[src/rtl/seg_scan_capture.sv]
// Receive side of a 3-digit multiplexed 7-segment bus: recovers a 12-bit BCD frame.
// Optional macro SEG_SCAN_DP_CAPTURE_EN adds dp_out and captures the decimal point per digit.
module seg_scan_capture #(
  parameter int unsigned SETTLE_CYCLES  = 4,
  parameter int unsigned TIMEOUT_CYCLES = 65535,
  parameter bit          SEG_ACTIVE_LOW = 1'b1,
  parameter bit          EN_ACTIVE_LOW  = 1'b1
) (
  input  logic        clk,
  input  logic        rst_n,
  input  logic [7:0]  seg_in,
  input  logic [2:0]  en_in,
  output logic [11:0] bcd_out,
  output logic        bcd_valid,
  output logic        dec_err,
  output logic        stale
`ifdef SEG_SCAN_DP_CAPTURE_EN
  ,
  output logic [2:0]  dp_out
`endif
);

`ifdef SEG_SCAN_DP_CAPTURE_EN
  localparam int unsigned PatW = 8;
`else
  localparam int unsigned PatW = 7;
`endif
  localparam int unsigned CntW = $clog2(SETTLE_CYCLES + 1);
  localparam int unsigned ToW  = $clog2(TIMEOUT_CYCLES + 1);

  typedef enum logic [1:0] {StIdle, StSettle, StHold} state_e;

  // Two-flop synchronisers, reset to the idle (unlit / deselected) pin level.
  logic [PatW-1:0] seg_s1_q, seg_s2_q;
  logic [2:0]      en_s1_q, en_s2_q;

`ifdef SEG_SCAN_DP_CAPTURE_EN
  logic [PatW-1:0] seg_pins;
  assign seg_pins = seg_in;
`else
  logic [PatW-1:0] seg_pins;
  logic            unused_dp;
  assign seg_pins  = seg_in[6:0];
  assign unused_dp = seg_in[7];
`endif

  always_ff @(posedge clk or negedge rst_n) begin
    if (!rst_n) begin
      seg_s1_q <= {PatW{SEG_ACTIVE_LOW}};
      seg_s2_q <= {PatW{SEG_ACTIVE_LOW}};
      en_s1_q  <= {3{EN_ACTIVE_LOW}};
      en_s2_q  <= {3{EN_ACTIVE_LOW}};
    end else begin
      seg_s1_q <= seg_pins;
      seg_s2_q <= seg_s1_q;
      en_s1_q  <= en_in;
      en_s2_q  <= en_s1_q;
    end
  end

  logic [PatW-1:0] p;
  logic [2:0]      e;
  assign p = seg_s2_q ^ {PatW{SEG_ACTIVE_LOW}};
  assign e = en_s2_q ^ {3{EN_ACTIVE_LOW}};

  logic       e_onehot;
  logic [1:0] e_idx;
  assign e_onehot = (e == 3'b001) || (e == 3'b010) || (e == 3'b100);
  assign e_idx    = e[2] ? 2'd2 : (e[1] ? 2'd1 : 2'd0);

  // Returns {illegal, digit}; blanked digit reads as 0.
  function automatic logic [4:0] decode(input logic [6:0] g);
    logic [4:0] r;
    case (g)
      7'h3f, 7'h00: r = 5'h00;
      7'h06:        r = 5'h01;
      7'h5b:        r = 5'h02;
      7'h4f:        r = 5'h03;
      7'h66:        r = 5'h04;
      7'h6d:        r = 5'h05;
      7'h7d:        r = 5'h06;
      7'h07, 7'h27: r = 5'h07;
      7'h7f:        r = 5'h08;
      7'h6f:        r = 5'h09;
      default:      r = 5'h1f;
    endcase
    return r;
  endfunction

  state_e          state_q, state_d;
  logic [2:0]      lat_e_q, lat_e_d;
  logic [PatW-1:0] lat_p_q, lat_p_d;
  logic [CntW-1:0] cnt_q, cnt_d;
  logic            accept;
  logic            eval;

  always_comb begin
    state_d = state_q;
    lat_e_d = lat_e_q;
    lat_p_d = lat_p_q;
    cnt_d   = cnt_q;
    accept  = 1'b0;
    eval    = 1'b0;
    case (state_q)
      StIdle: eval = 1'b1;
      StSettle: begin
        if ((e == lat_e_q) && (p == lat_p_q)) begin
          if (cnt_q == CntW'(SETTLE_CYCLES - 1)) begin
            accept  = 1'b1;
            state_d = StHold;
          end else begin
            cnt_d = cnt_q + CntW'(1);
          end
        end else begin
          eval = 1'b1;
        end
      end
      StHold: eval = (e != lat_e_q);
      default: state_d = StIdle;
    endcase
    // Fresh evaluation: first sample of a new candidate digit.
    if (eval) begin
      if (e_onehot) begin
        lat_e_d = e;
        lat_p_d = p;
        cnt_d   = CntW'(1);
        if (SETTLE_CYCLES <= 1) begin
          accept  = 1'b1;
          state_d = StHold;
        end else begin
          state_d = StSettle;
        end
      end else begin
        state_d = StIdle;
      end
    end
  end

  always_ff @(posedge clk or negedge rst_n) begin
    if (!rst_n) begin
      state_q <= StIdle;
      lat_e_q <= '0;
      lat_p_q <= '0;
      cnt_q   <= '0;
    end else begin
      state_q <= state_d;
      lat_e_q <= lat_e_d;
      lat_p_q <= lat_p_d;
      cnt_q   <= cnt_d;
    end
  end

  // Accepted pattern always equals the current sample (p, e).
  logic [4:0] dec;
  assign dec = decode(p[6:0]);

  logic [2:0][3:0] shadow_q, shadow_d;
  logic [2:0]      seen_q, seen_d;
  logic [11:0]     bcd_q, bcd_d;
  logic            valid_q, valid_d;
  logic            frame_err_q, frame_err_d;
  logic            dec_err_q, dec_err_d;
  logic [ToW-1:0]  to_cnt_q, to_cnt_d;
  logic            frame_out;
  logic            store_err;

  assign frame_out = (seen_q == 3'b111);
  assign store_err = accept && dec[4];

  always_comb begin
    shadow_d = shadow_q;
    seen_d   = frame_out ? 3'b000 : seen_q;
    if (accept) begin
      shadow_d[e_idx] = dec[3:0];
      seen_d[e_idx]   = 1'b1;
    end
    bcd_d       = frame_out ? shadow_q : bcd_q;
    valid_d     = frame_out;
    // Errors of the frame being delivered survive; a new error sets on top.
    frame_err_d = (frame_out ? 1'b0 : frame_err_q) | store_err;
    dec_err_d   = (frame_out ? frame_err_q : dec_err_q) | store_err;
    if (frame_out) begin
      to_cnt_d = '0;
    end else if (to_cnt_q == ToW'(TIMEOUT_CYCLES)) begin
      to_cnt_d = to_cnt_q;
    end else begin
      to_cnt_d = to_cnt_q + ToW'(1);
    end
  end

  always_ff @(posedge clk or negedge rst_n) begin
    if (!rst_n) begin
      shadow_q    <= '0;
      seen_q      <= '0;
      bcd_q       <= '0;
      valid_q     <= 1'b0;
      frame_err_q <= 1'b0;
      dec_err_q   <= 1'b0;
      to_cnt_q    <= '0;
    end else begin
      shadow_q    <= shadow_d;
      seen_q      <= seen_d;
      bcd_q       <= bcd_d;
      valid_q     <= valid_d;
      frame_err_q <= frame_err_d;
      dec_err_q   <= dec_err_d;
      to_cnt_q    <= to_cnt_d;
    end
  end

`ifdef SEG_SCAN_DP_CAPTURE_EN
  logic [2:0] dp_shadow_q, dp_shadow_d;
  logic [2:0] dp_q, dp_d;

  always_comb begin
    dp_shadow_d = dp_shadow_q;
    if (accept) dp_shadow_d[e_idx] = p[7];
    dp_d = frame_out ? dp_shadow_q : dp_q;
  end

  always_ff @(posedge clk or negedge rst_n) begin
    if (!rst_n) begin
      dp_shadow_q <= '0;
      dp_q        <= '0;
    end else begin
      dp_shadow_q <= dp_shadow_d;
      dp_q        <= dp_d;
    end
  end

  assign dp_out = dp_q;
`endif

  assign bcd_out   = bcd_q;
  assign bcd_valid = valid_q;
  assign dec_err   = dec_err_q;
  assign stale     = (to_cnt_q == ToW'(TIMEOUT_CYCLES));

endmodule

[config.mk]
export PLATFORM = sky130hd
export DESIGN_NAME = seg_scan_capture
export DESIGN_NICKNAME = d
export VERILOG_FILES = /design/src/rtl/seg_scan_capture.sv
export SDC_FILE = /design/constraint.sdc
export NUM_CORES = 1
export LEC_CHECK = 0
export ABC_AREA = 1
export CORE_ASPECT_RATIO = 1.25
export CORE_MARGIN = 5
export CORE_UTILIZATION = 25
export CTS_CLUSTER_DIAMETER = 80
export DETAILED_ROUTE_END_ITERATION = 7
export HOLD_SLACK_MARGIN = 0.03
export PLACE_DENSITY = 0.5
export SYNTH_ARGS = -nofsm -noshare
export SYNTH_HDL_FRONTEND = slang
export SYNTH_SLANG_ARGS = --single-unit
[constraint.sdc]
create_clock -name clk -period 1.85 [get_ports clk]
set_input_delay 0.185 -clock clk [delete_from_list [all_inputs] [get_ports clk]]
set_output_delay 0.185 -clock clk [all_outputs]
set_load 0.02 [all_outputs]
==> reports/metrics.csv <==
stage;metric;value;unit
outcome;status;finished clean;
place;gpl congestion;0.865;
routing;vias per cell;4.16;
synth;adder-cell area share of the yosys netlist;0.00649;
grt;global-route wire length before repair;14200;µm
synth;flops & latches, synth;81;
power_and_ir_drop;Gate power share;0.071;
power_and_ir_drop;Switch Pwr;950;µW
sta;hold_ws;0.243;ns
sta;final setup fails;0;
floorplan;core region area;15100;µm²
clock_tree;TritonCTS clock tree;yes;
synth;Syn Area/Cell;8.32;µm²
synth;Cell Area, Synth;3860;µm²
synth;mux cell area share after synthesis;0;
routing;DRT Pass-1 Iters;4;
synth;Yosys warning count;0;
sta;setup ws final;0.114;ns
sta;worst clock skew;0.00933;ns
floorplan;Initial Utilization;0.256;
routing;Final ANT Viol Nets;0;
routing;final wirelength;8230;µm
grt;Top Usage Layer GRT;met2;
critical_path;Worst Path Required;1.66;ns
power_and_ir_drop;Pint;3.20;mW
clock_tree;Num CTS Buffers;9;
power_and_ir_drop;Final Power;4.15;mW
power_and_ir_drop;peak supply drop;0.000455;V
sta;max-slew violations;0;
grt;initial antenna violation count;0;
sta;fmax;576;MHz
floorplan;Die Wd;121;µm
place;Area after DPL;4430;µm²
place;pre-CTS setup slack;-0.00401;ns
synth;Synth async-reset ratio;1.00;
power_and_ir_drop;Leak Pwr;2.29;nW
critical_path;critical path peak fanout;2;
grt;largest net degree at the start of global routing;46;
grt;number of global-route vias before repair;3061;
synth;Synth cell types;38;
synth;xor and xnor area share after synthesis;0.0159;
synth;Synth Instances;464;
sta;fin crit share;0.938;
floorplan;Die Ht;149;µm
critical_path;nature of the critical path startpoint;flip-flop;
place;IO buf count;26;
synth;largest family of logic cells by synthesized area;simple AND/OR/NAND/NOR gates;
final_layout;area grow syn2layout;25.8;%
synth;synth cell count leaders;nand2_1 (158), dfrtp_1 (61), nor2_1 (46);
job;max_cap viols;0;
grt;global route overflow;0;
final_layout;share of post-route cells with drive strength above 1;0.190;
clock_tree;Clock Tree Buf Depth;2;
routing;Residual DRC;0;
final_layout;Multi-input gate area;1610;µm²
final_layout;nets;526;
routing;via count;3007;
power_and_ir_drop;clock group share of total power;0.473;
grt;met3 Use GR;0.0315;
grt;met1 usage;0.117;
clock_tree;CTS H-tree lvls;3;
critical_path;Worst setup EP type;primary output;
floorplan;Die Area;18000;µm²
synth;Post-Synth Simple-Gate Area;0.326;
critical_path;crit path DAT;1.55;ns
synth;top-count cell post-synth;nand2_1;
synth;cell accounting for the most synthesized area;dfrtp_1;
synth;Seq/Total Area, Yosys;0.532;
synth;top cells by area, synth;dfrtp_1 (40%), nand2_1 (15%), dfstp_2 (14%);
sta;worst-margin pin slew;0.511;ns
final_layout;FF/Latch Area;2050;µm²
floorplan;row count;50;
synth;number of enable flip-flop cells after synthesis;0;
floorplan;Boundary Pins;28;
sta;unrepaired setup endpoints after global routing;yes;
clock_tree;clk_lat worst skew;0.35;ns
power_and_ir_drop;Cell Pwr Density;854;nW/µm²
sta;Rel. slew slack;0.659;
critical_path;Setup CP Type;reg2out;
hold_path;Tightest Hold Check Type;in2reg;
routing;1st-iter DRT viols;147;
clock_tree;CTS clk-pin slew, worst paths;0.06;ns
final_layout;# diodes;0;
sta;post-layout minimum cycle time;1.74;ns
clock_tree;CTS Root Cell;clkbuf_16;
power_and_ir_drop;Net Sw Frac;0.229;
routing;WL per Instance;11.4;µm
synth;Synth Area in Compound Gates;0.0525;
final_layout;number of fill cells in the layout;1586;
power_and_ir_drop;sequential share of power;0.456;
grt;Tot GR Track Use;0.0983;
synth;Syn Nets;479;
clock_tree;Num Clock Sinks;81;
sta;Final Hold Viols;0;
synth;post-synth top area share;0.396;
grt;met2 Usage GRT;0.159;
final_layout;final instance area;4850;µm²
place;detailed-placement wirelength estimate;5920;µm
synth;Top FF cell, synth;dfrtp_1;
-- routing by layer --
metal	vias to the layer above	part of all wire
met2	43	0.47
met5	-	0
met3	17	0.033
met1	1394	0.47
li1	1553	-
met4	0	0.030
-- registers in the layout, summed over array words and instances, names as in the netlist, 3 cells and up --
signal and cells:
seg_s1_q 7, lat_p_q 7, to_cnt_q 16, seg_s2_q 7, lat_e_q 3, bcd_out 12, en_s2_q 3, shadow_q 12
seen_q 3, cnt_q 3, en_s1_q 3
-- path summary, 6_finish.rpt --
| path | cells after the start | slack, ns | to | startpoint |
|---|---|---|---|---|
| max | 6 | 0.11 | stale | to_cnt_q[0]$_DFFE_PN0P_ |
| min | 1 | 0.24 | seg_s1_q[2]$_DFF_PN1_ | seg_in[2] |
| max reg2reg | 8 | 0.20 | dec_err$_DFF_PN0_ | seg_s2_q[5]$_DFF_PN1_ |
| min reg2reg | 0 | 0.35 | en_s2_q[2]$_DFF_PN1_ | en_s1_q[2]$_DFF_PN1_ |
| max in group asynchronous | 3 | 0.83 | en_s1_q[1]$_DFF_PN1_ | rst_n |
| min in group asynchronous | 2 | 0.35 | to_cnt_q[15]$_DFFE_PN0P_ | rst_n |
-- stage by stage --
| stage | instances | setup TNS [ns] | utilization |
|---|---|---|---|
| floorplan | 464 | 0 | - |
| global placement | 703 | 0 | 0.294 |
| detailed placement | 703 | -0.00401 | 0.294 |
| CTS | 719 | 0 | 0.316 |
| global route | 723 | -0.0328 | 0.322 |
| finish | 723 | 0 | 0.322 |
-- worst max-delay path, cell delays in order (launching register included) --
cell     delay (ns)
dfrtp_1        0.36
ha_2           0.20
nand3_2        0.09
nor3_2         0.14
nand3_1        0.14
nor2_2         0.14
buf_6          0.13
-- power groups by stage --
| stage | Combinational [mW] | Clock [mW] | Sequential, mW |
|---|---|---|---|
| 4_1_cts | 0.285 | 2.03 | 1.89 |
| 2_1_floorplan | 0.199 | 0 | 1.90 |
| 3_5_place_dp | 0.282 | 0 | 1.92 |
| 5_1_grt | 0.340 | 2.11 | 1.90 |
| 3_3_place_gp | 0.278 | 0 | 1.92 |
| 6_report | 0.294 | 1.96 | 1.89 |
-- kinds of logic (layout without fill, tap and decap cells) --
family	count (synthesis)	in the layout
compound gates	36	36
xor+xnor	7	7
fa+ha+maj	2	2
buf+inv	58	108
flops	81	81
simple gates	280	281
-- cell usage in the layout (no fill, tap or decap), drive strengths merged --
cell,instances
ha,2
nor2,59
nand4,7
nor3b,1
clkinvlp,1
xnor2,1
dfrtp,61
a31oi,2
a21oi,2
clkdlybuf4s50,24
inv,44
bufinv,2
or2,1
clkinv,3
nand3,42
xor2,6
o31ai,1
nor3,11
clkbuf,11
buf,22
dlygate4sd3,1
nand2,159
o21bai,1
o21ai,28
o22ai,1
nand3b,1
a211oi,1
dfstp,20
-- what timing repair did --
item / in CTS / in global routing
resized for setup: 4 / 13
pin swaps: 0 / 2
buffers inserted: 0 / 3
hold buffers: 1 / 0
gates cloned: 0 / 1
hold endpoints to repair: 20 / 0
setup endpoints to repair: 1 / 17
-- layout make-up --
cell class,instances,area share
repair buffers,47,0.0889
inverters,46,0.0358
clock buffers,11,0.0521
well taps,208,0.0536
flip-flops and latches,81,0.423
multi-input cells,326,0.331
clock inverters,4,0.0157
No activity file was read; power rests on OpenSTA's default activity.
